===== src/rtl/color_select_ctrl.sv =====
// Flood-It player-input front end: button sync/debounce, palette cursor, and the
// color-change / new-game request handshakes toward game_logic, plus move counting.
//
// state     | meaning
// ----------+------------------------------------------------------------
// IDLE      | accepting presses; cursor moves here only
// SEL_REQ   | COLOR_SEL_SIG high, waiting for CHANGING_COLOR
// SEL_WAIT  | game_logic busy recoloring, waiting for CHANGING_COLOR low
// NEW_REQ   | START_NEW_GAME high, waiting for STARTED_GAME
// NEW_WAIT  | game_logic resetting the board, waiting for STARTED_GAME low
module color_select_ctrl #(
    parameter int unsigned DEBOUNCE_CYCLES = 500000
) (
    input  logic       clock_i,
    input  logic       reset_i,
    input  logic       btn_left_i,
    input  logic       btn_right_i,
    input  logic       btn_select_i,
    input  logic       btn_new_i,
    input  logic [3:0] color_num_i,
    output logic [2:0] color_selected_o,
    output logic       color_sel_sig_o,
    input  logic       changing_color_i,
    output logic       start_new_game_o,
    input  logic       started_game_i,
    output logic [2:0] cursor_o,
    output logic [7:0] move_count_o,
    output logic       busy_o
);

    typedef enum logic [2:0] {
        ST_IDLE     = 3'd0,
        ST_SEL_REQ  = 3'd1,
        ST_SEL_WAIT = 3'd2,
        ST_NEW_REQ  = 3'd3,
        ST_NEW_WAIT = 3'd4
    } state_t;

    localparam logic [19:0] CNT_LAST = 20'(DEBOUNCE_CYCLES - 1);

    // Button vector order: {new, select, right, left}
    logic [3:0]       btn_raw;
    logic [3:0]       sync1_q, sync2_q;
    logic [3:0]       db_q, db_d, db_dly_q;
    logic [3:0]       press_q;
    logic [3:0][19:0] cnt_q, cnt_d;

    state_t     state_q, state_d;
    logic [2:0] cursor_q, cursor_d;
    logic [2:0] color_sel_q, color_sel_d;
    logic [7:0] move_q, move_d;

    logic [3:0] n_eff;
    logic [2:0] n_last;
    logic       cursor_oob;
    logic       press_left, press_right, press_sel, press_new;

    assign btn_raw     = {btn_new_i, btn_select_i, btn_right_i, btn_left_i};
    assign press_left  = press_q[0];
    assign press_right = press_q[1];
    assign press_sel   = press_q[2];
    assign press_new   = press_q[3];

    // Debounced level flips only after CNT_LAST+1 consecutive disagreeing samples.
    always_comb begin
        db_d  = db_q;
        cnt_d = cnt_q;
        for (int i = 0; i < 4; i++) begin
            if (sync2_q[i] == db_q[i]) begin
                cnt_d[i] = '0;
            end else if (cnt_q[i] == CNT_LAST) begin
                db_d[i]  = sync2_q[i];
                cnt_d[i] = '0;
            end else begin
                cnt_d[i] = cnt_q[i] + 20'd1;
            end
        end
    end

    always_ff @(posedge clock_i or posedge reset_i) begin
        if (reset_i) begin
            sync1_q  <= '0;
            sync2_q  <= '0;
            db_q     <= '0;
            db_dly_q <= '0;
            press_q  <= '0;
            cnt_q    <= '0;
        end else begin
            sync1_q  <= btn_raw;
            sync2_q  <= sync1_q;
            db_q     <= db_d;
            db_dly_q <= db_q;
            press_q  <= db_q & ~db_dly_q;
            cnt_q    <= cnt_d;
        end
    end

    always_comb begin
        if (color_num_i == 4'd0) begin
            n_eff = 4'd1;
        end else if (color_num_i > 4'd8) begin
            n_eff = 4'd8;
        end else begin
            n_eff = color_num_i;
        end
        n_last     = 3'(n_eff - 4'd1);
        cursor_oob = ({1'b0, cursor_q} >= n_eff);
    end

    always_ff @(posedge clock_i or posedge reset_i) begin
        if (reset_i) begin
            state_q     <= ST_IDLE;
            cursor_q    <= '0;
            color_sel_q <= '0;
            move_q      <= '0;
        end else begin
            state_q     <= state_d;
            cursor_q    <= cursor_d;
            color_sel_q <= color_sel_d;
            move_q      <= move_d;
        end
    end

    always_comb begin
        state_d     = state_q;
        cursor_d    = cursor_q;
        color_sel_d = color_sel_q;
        move_d      = move_q;
        case (state_q)
            ST_IDLE: begin
                if (press_new) begin
                    state_d = ST_NEW_REQ;
                end else if (press_sel) begin
                    color_sel_d = cursor_q;
                    state_d     = ST_SEL_REQ;
                end else if (press_left && !press_right) begin
                    cursor_d = (cursor_q == 3'd0 || cursor_oob) ? n_last : cursor_q - 3'd1;
                end else if (press_right && !press_left) begin
                    cursor_d = (cursor_oob || cursor_q == n_last) ? 3'd0 : cursor_q + 3'd1;
                end else if (!press_left && !press_right && cursor_oob) begin
                    cursor_d = 3'd0;
                end
            end
            ST_SEL_REQ: begin
                if (changing_color_i) begin
                    state_d = ST_SEL_WAIT;
                end
            end
            ST_SEL_WAIT: begin
                if (!changing_color_i) begin
                    move_d  = (move_q == 8'hFF) ? move_q : move_q + 8'd1;
                    state_d = ST_IDLE;
                end
            end
            ST_NEW_REQ: begin
                if (started_game_i) begin
                    state_d = ST_NEW_WAIT;
                end
            end
            ST_NEW_WAIT: begin
                if (!started_game_i) begin
                    move_d   = '0;
                    cursor_d = '0;
                    state_d  = ST_IDLE;
                end
            end
            default: state_d = ST_IDLE;
        endcase
    end

    // Requests are decoded from the registered state so reset drops them at once.
    always_comb begin
        busy_o           = (state_q != ST_IDLE);
        color_sel_sig_o  = (state_q == ST_SEL_REQ);
        start_new_game_o = (state_q == ST_NEW_REQ);
        color_selected_o = color_sel_q;
        cursor_o         = cursor_q;
        move_count_o     = move_q;
    end

endmodule


===== config.mk =====
export PLATFORM = sky130hd
export DESIGN_NAME = color_select_ctrl
export DESIGN_NICKNAME = d
export VERILOG_FILES = /design/src/rtl/color_select_ctrl.sv
export SDC_FILE = /design/constraint.sdc
export NUM_CORES = 1
export LEC_CHECK = 0
export CAP_MARGIN = 30
export CORE_MARGIN = 2
export CORE_UTILIZATION = 40
export DETAILED_ROUTE_END_ITERATION = 8
export PLACE_DENSITY = 0.62
export SYNTH_ARGS = -nofsm -noshare
export SYNTH_HDL_FRONTEND = slang
export SYNTH_SLANG_ARGS = --single-unit

===== constraint.sdc =====
create_clock -name clock_i -period 6.7 [get_ports clock_i]
set_clock_uncertainty 0.15 [all_clocks]
set_input_delay 1.005 -clock clock_i [delete_from_list [all_inputs] [get_ports clock_i]]
set_output_delay 1.005 -clock clock_i [all_outputs]
set_load 0.02 [all_outputs]

**Word level (Yosys, flattened, before mapping)**

Cells that the tools add are included.

- Input bits: 12
- Word-level logic and storage cells: 107
- Register bits: 117
- Output and inout port bits: 17

- Add/sub/neg operators: 8
- $lt $le $gt $ge: 2
- Muxes and demuxes: 29
- Reductions and logical operators: 22
- Bitwise logic cells: 7
- Equality and inequality tests: 23

Operator list:

| cell | count |
|---|---|
| two-way mux 20 bit | 8 |
| adder 20 x 1 -> 20 bit (second input constant) | 4 |
| equality test 20 x 19 -> 1 bit (second input constant) | 4 |
| two-way mux 3 bit | 13 |
| two-way mux 8 bit | 3 |
| case mux 8 bit (2 select lines) | 1 |
| case mux 3 bit (5 select lines) | 1 |
| != test 2 bit (second input constant) | 5 |
| AND reduction 5 bit | 2 |
| adder 8 x 1 -> 8 bit (second input constant) | 1 |
| equality test 8 bit (second input constant) | 1 |
| two-way mux 4 bit | 2 |
| AND reduction 2 bit | 4 |
| equality test 3 x 2 -> 1 bit (second input constant) | 2 |
| logical NOT 3 bit | 2 |
| case mux 3 bit (2 select lines) | 1 |
| subtractor 3 x 1 -> 3 bit (second input constant) | 2 |
| inverter 1 bit | 5 |
| AND 4 bit | 1 |
| equality test 1 bit | 4 |
| >= comparator 3 x 4 -> 1 bit | 1 |
| greater-than comparator 4 bit (second input constant) | 1 |
| logical AND 1 bit | 4 |
| logical NOT 4 bit | 1 |
| 14 further kinds | 18 |

**Logic depth before layout (Yosys ltp)**

Gate-level depths: netlist (run 1).

- Depth after elaboration: 12
- Mapped depth: 9
- Gate-level depth less buffers: 9

**Worst setup path after synthesis (run 1)**

Ideal clock, no wire load.

- Path kind: input -> register
- Start point: input color_num_i[1]
- End point: register cursor_q[1], in the netlist cursor_o[1]
- Path buffers: 0
- Arrival time: 2623 ps
- Path slack: 3841 ps
- Cell stages on the path: 9
- Required time: 6463 ps
- Setup time: 87 ps
- Cell sequence: nor2_1 o21bai_1 inv_1 ha_1 nand2b_1 a211o_1 a21o_1 mux2_2 o211ai_1

- Longest elaborated chain between the ends: 12
- Elaborated cells between the ends (all ways): 19
- Classes of those cells: add/sub: 1; order compare: 2; eq/ne: 2; mux: 9; reduce/logical: 5

RTL lines:

| element | line | RTL |
|---|---|---|
| start, declared | 20 | `input logic [3:0] color_num_i,` |
| greater-than comparator 4 bit | 101 | `end else if (color_num_i > 4'd8) begin` |
| two-way mux 4 bit | 101 |  |
| two-way mux 4 bit * | 99 | `if (color_num_i == 4'd0) begin` |
| subtractor 3 x 1 -> 3 bit | 106 | `n_last = 3'(n_eff - 4'd1);` |
| equality test 3 bit | 139 | `cursor_d = (cursor_oob \|\| cursor_q == n_last) ? 3'd0 : cursor_q + 3'd1;` |
| logical OR 1 bit | 139 |  |
| two-way mux 3 bit | 139 |  |
| two-way mux 3 bit | 138 | `end else if (press_right && !press_left) begin` |
| two-way mux 3 bit | 136 | `end else if (press_left && !press_right) begin` |
| two-way mux 3 bit | 133 | `end else if (press_sel) begin` |
| two-way mux 3 bit | 131 | `if (press_new) begin` |
| case mux 3 bit (2 select lines) | 129 | `case (state_q)` |
| end signal, assigned | 118 | `cursor_q <= cursor_d;` |
| end, declared | 49 | `logic [2:0] cursor_q, cursor_d;` |

Mark *: on every way between the ends. The rest lies on a longest branch, timed or not. The select of a mux whose other input is x is not followed.
A chain may end at the register's enable or synchronous reset.

**Worst setup path in the final report (run 1)**

Ends and elaborated chain as after synthesis.

==> results of run 1 <==
-- path summary, 6_finish.rpt --
| path | cells after the start | slack (ns) | endpoint |
|---|---|---|---|
| max reg2reg | 7 | 4.36 | cursor_o[1] |
| min | 0 | 0.20 | sync2_q[0] |
| max | 10 | 3.49 | cursor_o[1] |
| max in group asynchronous | 3 | 4.26 | cnt_q[58] |
| min reg2reg | 0 | 0.20 | sync2_q[0] |
| min in group asynchronous | 2 | 0.90 | cursor_o[1] |
-- state kept, by name (all words and copies together) (netlist names) --
signal / count
sync2_q: 4
db_dly_q: 4
cnt_q: 80
press_q: 4
color_selected_o: 3
cursor_o: 3
state_q: 3
sync1_q: 4
move_count_o: 8
db_q: 4
-- logic make-up after synthesis --
kind of cell,count (synthesis)
simple gates,281
xor+xnor,81
fa+ha+maj,12
buf+inv,26
compound gates,32
flops,117
mux,8
-- metal layers --
| layer | vias up | global-route usage, % | share of wire, % | routed length, microns |
|---|---|---|---|---|
| li1 | 1980 | - | - | - |
| met1 | 1901 | 18.3 | 47 | 4780 |
| met2 | 63 | 24.4 | 48 | 4910 |
| met3 | 10 | 4.97 | 4.0 | 408 |
| met4 | 0 | 5.53 | 1.2 | 121 |
| met5 | - | 0 | 0 | 0 |
-- power groups by stage --
| stage | sequential (W) | combinational [W] | clock [W] |
|---|---|---|---|
| after global routing | 0.000732 | 0.0000779 | 0.000939 |
| after floorplan | 0.000743 | 0.0000429 | 0 |
| final | 0.000731 | 0.0000676 | 0.000884 |
| after global placement | 0.000742 | 0.0000662 | 0 |
| after detailed placement | 0.000742 | 0.0000681 | 0 |
| after CTS | 0.000730 | 0.0000695 | 0.000904 |
-- through the flow --
| step | hold WS [ns] | utilization [%] |
|---|---|---|
| finish | 0.201 | 48.2 |
| global route | 0.211 | 48.2 |
| CTS | 0.199 | 48.2 |
| detailed placement | 0.186 | 44.0 |
| global placement | 0.189 | 44.0 |
| floorplan | 0.181 | - |
-- cells in the mapped netlist, drive strengths merged, types with 6 or more instances --
cell type    n
dfrtp      117
nor2       108
xor2        43
nand2       39
xnor2       38
nand3       32
nand4       25
nor3        18
inv         16
ha          12
nor4        11
nor2b        9
buf          8
and3         7
and4         7
o211ai       7
o21ai        7
mux2         6
-- layout make-up --
class	instances	area, sq um	area share [%]
Clock buffer	19	443	6.67
Clock inverter	11	135	2.03
Inverter	16	62.6	0.941
Multi-Input combinational cell	414	2560	38.6
Sequential cell	117	2930	44.1
Tap cell	180	225	3.39
Timing Repair Buffer	29	288	4.33
-- worst register-to-register path, delay by kind of cell (launching register included) --
family / cells / cell delay, ns
AO/OA/AOI/OAI: 4 / 1.08
flip-flops: 1 / 0.42
adder cells (fa/ha/maj): 1 / 0.34
AND/OR/NAND/NOR: 1 / 0.15
buffers and inverters: 1 / 0.12
==> results.ini, run 1 <==
[outcome]
status = completed

[final_layout]
num_antenna_cells = 0
layout.nets = 619
syn_to_final_growth_pct = 18.6
mostFrequentLayoutCells = 117 x dfrtp_1, 107 x nor2_1, 43 x xor2_1
nFillCells = 1289
final_area_sq_um = 6650
drive_above_1_share_pct = 7.92
fin_cells = 786
final_common_cell = dfrtp_1

[grt]
grt_usage_pct = 14.9
grt_pass1_wl_microns = 17800
grt_pass1_vias = 4002
grt.overflow.total = 0
antenna_found_initial = 0
grt_max_degree = 66

[clock_tree]
clkTransAtPathRegs_ns = 0.05
cts_setup_buffers = 0
cts_resized = 0
clk_latency_ns = 0.41
clockRootBuffer = clkbuf_16
hold_buffers = 0
ctsLongestPathBuffers = 2
numCtsBuffers = 17
clock_sinks = 117
h-tree-depth = 4
tritoncts = built

[synth]
synth_top_family_by_area = simple AND/OR/NAND/NOR gates
ys_seq_area_share_pct = 52.3
yosysTopAreaCellShare_pct = 52.3
synth_async_sr_flop_share_pct = 100
synth_xor_area_share_pct = 12.7
synth_warnings = 0
syn_area_sq_um = 5600
syn_inst = 557
syn_area_per_cell_sq_um = 10.1
muxShareOfSynthArea_pct = 1.56
synthFlopType = dfrtp_1
yosysTopAreaCell = dfrtp_1
synth_compound_area_share_pct = 4.15
synth_edf_count = 0
synth_area_leaders = dfrtp_1 52%, nor2_1 7.2%, xor2_1 6.7%
synth-adder-area-share_pct = 2.68
syn-num-nets = 581
synth_simple_gate_area_share_pct = 24.7
synth.distinct_cells = 45
ys_ff_latch = 117

[floorplanning]
core-area_sq_um = 13800
ios = 29
dieArea_sq_um = 15000
rows = 43
fp.dieW_microns = 122
die_height_microns = 122
initial_utilization_pct = 40.7

[routing]
drc = 0
dr.pass1.iters = 4
via_per_inst = 5.03
antenna_left = 0
dr_total_vias = 3954
drtIter0Drc = 218
wl_per_cell_microns = 13.0
routed_wl_microns = 10200

[critical_path]
path_class = in2reg
crit_slowest_cell = clkdlybuf4s50_1
cp-end-kind = flop
critical-path-top-delay-family = compound AO/OA/AOI/OAI gates
cp.arrival_ns = 3.38
cp_max_fo = 5
cp-start-kind = input port
r2r-start = cursor_o[0]
crit_path_max_incr_delay_ns = 0.48
critPathBufInv = 2
path_common_cell = o211ai_1
crit_chain = clkdlybuf4s50_1 > nor2_1 > o21bai_1 > inv_1 > ha_1 > nand2b_1 > a211o_1 > a211oi_1 > o211ai_1 > o211ai_1
crit_path_start = color_num_i[1]
required_ns = 6.87

[timing]
fin_ws_ns = 3.49
setup_violations = 0
tns_ns = 0
maxSlewViolCount = 0
fin_crit_ns = 3.21
finalHoldViolCount = 0
min_period_over_period_pct = 47.9
relSlewSlack_pct = 48.3
rsz0062_at_grt = no
fmax_ghz = 0.311
tightest_slew_ns = 0.776

[pwr]
ir_drop_uv = 187
clkPwrFrac_pct = 52.5
p_switching_w = 0.000353
pwr-share-comb_pct = 4.0
totalPowerFinal_w = 0.00168
p_per_area_nw_per_um2 = 253
seq_power_share_pct = 43.4
leakage_nw = 2.82
p_int_w = 0.00133
swShare_pct = 21.0

[place]
portBuffers = 28
dpl-instance-area_sq_um = 6070
dp.cells = 756
dpl.hpwl_microns = 6850
place_congestion = 0.882
pre_cts_ws_ns = 3.13

[job]
drv_cap = 0

[min_path]
hold_start = sync1_q[0]
hold_path.class = reg2reg

No activity file was read; power rests on OpenSTA's default activity.
==> run 2: changes to the inputs <==
- clock period: 6.7 -> 3.05 ns (I/O delays scaled with it)
==> results.ini, run 2 (same netlist as run 1, synthesis figures left out) <==
[place]
dpl.hpwl_microns = 6940  ; +1.4%
portBuffers = 28  ; unchanged
dp.cells = 759  ; +0.40%
place_congestion = 0.866  ; -1.8%
pre_cts_ws_ns = 0.0867  ; -3.04 ns

[grt]
grt.overflow.total = 0  ; unchanged
grt_usage_pct = 15.0  ; +0.074 points
grt_pass1_wl_microns = 17600  ; -1.0%
grt_max_degree = 44  ; -33%
antenna_found_initial = 0  ; unchanged
grt_pass1_vias = 3916  ; -2.1%

[final_layout]
layout.nets = 622  ; +0.48%
final_common_cell = dfrtp_1
drive_above_1_share_pct = 8.84  ; +0.92 points
syn_to_final_growth_pct = 19.6
num_antenna_cells = 0  ; unchanged
final_util_pct = 48.6  ; +0.40 points
fin_cells = 791  ; +0.64%
mostFrequentLayoutCells = 117 x dfrtp_1, 107 x nor2_1, 43 x xor2_1
top_register = cnt_q
largest_reg_flops = 80  ; unchanged

[critical_path]
reg2reg_slack_ns = 0.67  ; -3.69 ns
crit_slowest_cell = clkdlybuf4s50_1
crit_path_max_incr_delay_ns = 0.48  ; about the same
cp-end-kind = flop
path_common_cell = o211ai_1
critPathBufInv = 2  ; unchanged
cp-start-kind = input port
cp_max_fo = 5  ; unchanged
rr_worst_depth = 7  ; unchanged
path_class = in2reg
crit_chain = clkdlybuf4s50_1 > nor2_1 > o21bai_1 > inv_1 > ha_1 > nand2b_1 > a211o_1 > a211oi_1 > o211ai_1 > o211ai_1
cp.arrival_ns = 2.74  ; -0.64 ns
required_ns = 3.22  ; -3.65 ns
critical-path-top-delay-family = compound AO/OA/AOI/OAI gates
r2r-start = cursor_o[0]
timing.rr.end = cursor_o[1]

[timing]
tns_ns = 0  ; unchanged
tightest_slew_ns = 0.599  ; -0.177 ns
fin_crit_ns = 2.58
rsz0062_at_grt = no
fin_ws_ns = 0.472  ; -3.02 ns
min_period_over_period_pct = 84.5
setup_violations = 0  ; unchanged
whs_ns = 0.124  ; -0.0767 ns
relSlewSlack_pct = 59.7  ; +11 points
finalHoldViolCount = 0  ; unchanged
fmax_ghz = 0.388
maxSlewViolCount = 0  ; unchanged

[clock_tree]
clk_latency_ns = 0.41  ; about the same
ctsLongestPathBuffers = 2  ; unchanged
clockRootBuffer = clkbuf_16
tritoncts = built
cts_setup_buffers = 0  ; unchanged
cts_resized = 0  ; unchanged
h-tree-depth = 4  ; unchanged
numCtsBuffers = 17  ; unchanged
hold_buffers = 0  ; unchanged
clock_sinks = 117  ; unchanged
clkTransAtPathRegs_ns = 0.05  ; about the same

[pwr]
leakage_nw = 2.83  ; +0.45%
p_int_w = 0.00296  ; +120%
p_switching_w = 0.000813  ; +130%
seq_power_share_pct = 42.6  ; -0.8 points
swShare_pct = 21.6  ; +0.58 points
p_per_area_nw_per_um2 = 562  ; +120%
ir_drop_uv = 382  ; +100%
clkPwrFrac_pct = 53.5  ; +1.0 points
pwr-share-comb_pct = 4.0  ; about the same

[routing]
wl_met1_microns = 4750  ; -0.59%
wl_met3_microns = 433  ; +6.1%
dr_total_vias = 4019  ; +1.6%
antenna_left = 0  ; unchanged
dr.pass1.iters = 6  ; +2
drtIter0Drc = 263  ; +21%
via_per_inst = 5.08  ; +1.0%
wl_met2_microns = 4950  ; +0.73%
drc = 0  ; unchanged
wl_per_cell_microns = 13.0  ; about the same
highest_layer = met4
routed_wl_microns = 10300  ; +0.66%

[floorplanning]
core-area_sq_um = 13800  ; unchanged
dieArea_sq_um = 15000  ; unchanged
fp.dieW_microns = 122  ; unchanged
ios = 29  ; unchanged
initial_utilization_pct = 40.7  ; unchanged
die_height_microns = 122  ; unchanged
rows = 43  ; unchanged

[min_path]
hold_path.class = in2async

[outcome]
status = completed

[job]
drv_cap = 0  ; unchanged

[run 2: worst max-delay path by stage]
stage	depth (start not counted)	from	slack, ns	to
after detailed placement	10	color_num_i[1]	0.09	cursor_o[1]
after CTS	3	state_q[1]	0.44	start_new_game_o
after global placement	10	color_num_i[1]	0.20	cursor_o[1]
after global routing	10	color_num_i[1]	0.28	cursor_o[1]
final	10	color_num_i[1]	0.47	cursor_o[1]
after floorplan	9	color_num_i[1]	0.74	cursor_o[1]
[run 2: power groups by stage]
stage                     clock network [W]  registers, W  logic [W]
after global placement                    0       0.00163   0.000149
after global routing                0.00214       0.00161   0.000170
after CTS                           0.00206       0.00160   0.000155
final                               0.00201       0.00160   0.000150
after detailed placement                  0       0.00163   0.000154
after floorplan                           0       0.00163  0.0000945
[run 2: area by class of cell]
type,instances,area (sq um)
fillers,1286,7070
flip-flops and latches,117,2930
multi-input cells,414,2560
clock buffers,19,453
repair buffers,32,310
well taps,180,225
clock inverters,13,156
inverters,16,63.8
[run 2: per-stage QoR]
step / total power, W / cell area (sq um)
3_5_place_dp: 0.00178 / 6090
4_1_cts: 0.00382 / 6700
5_1_grt: 0.00391 / 6700
6_report: 0.00377 / 6700
2_1_floorplan: 0.00173 / 5610
3_3_place_gp: 0.00178 / 6090
[run 2: worst register-to-register path: stages, from the launching register on]
cell and delay (ns):
dfrtp_1 0.45, inv_1 0.13, ha_1 0.33, nand2b_1 0.15, a211o_1 0.36, a211oi_1 0.41, o211ai_1 0.17, o211ai_1 0.14
[run 2: routing by layer]
metal	vias to the layer above	GRT usage (%)
met5	-	0
met4	0	7.26
met3	15	5.02
met2	66	23.5
met1	1953	18.6
li1	1985	-
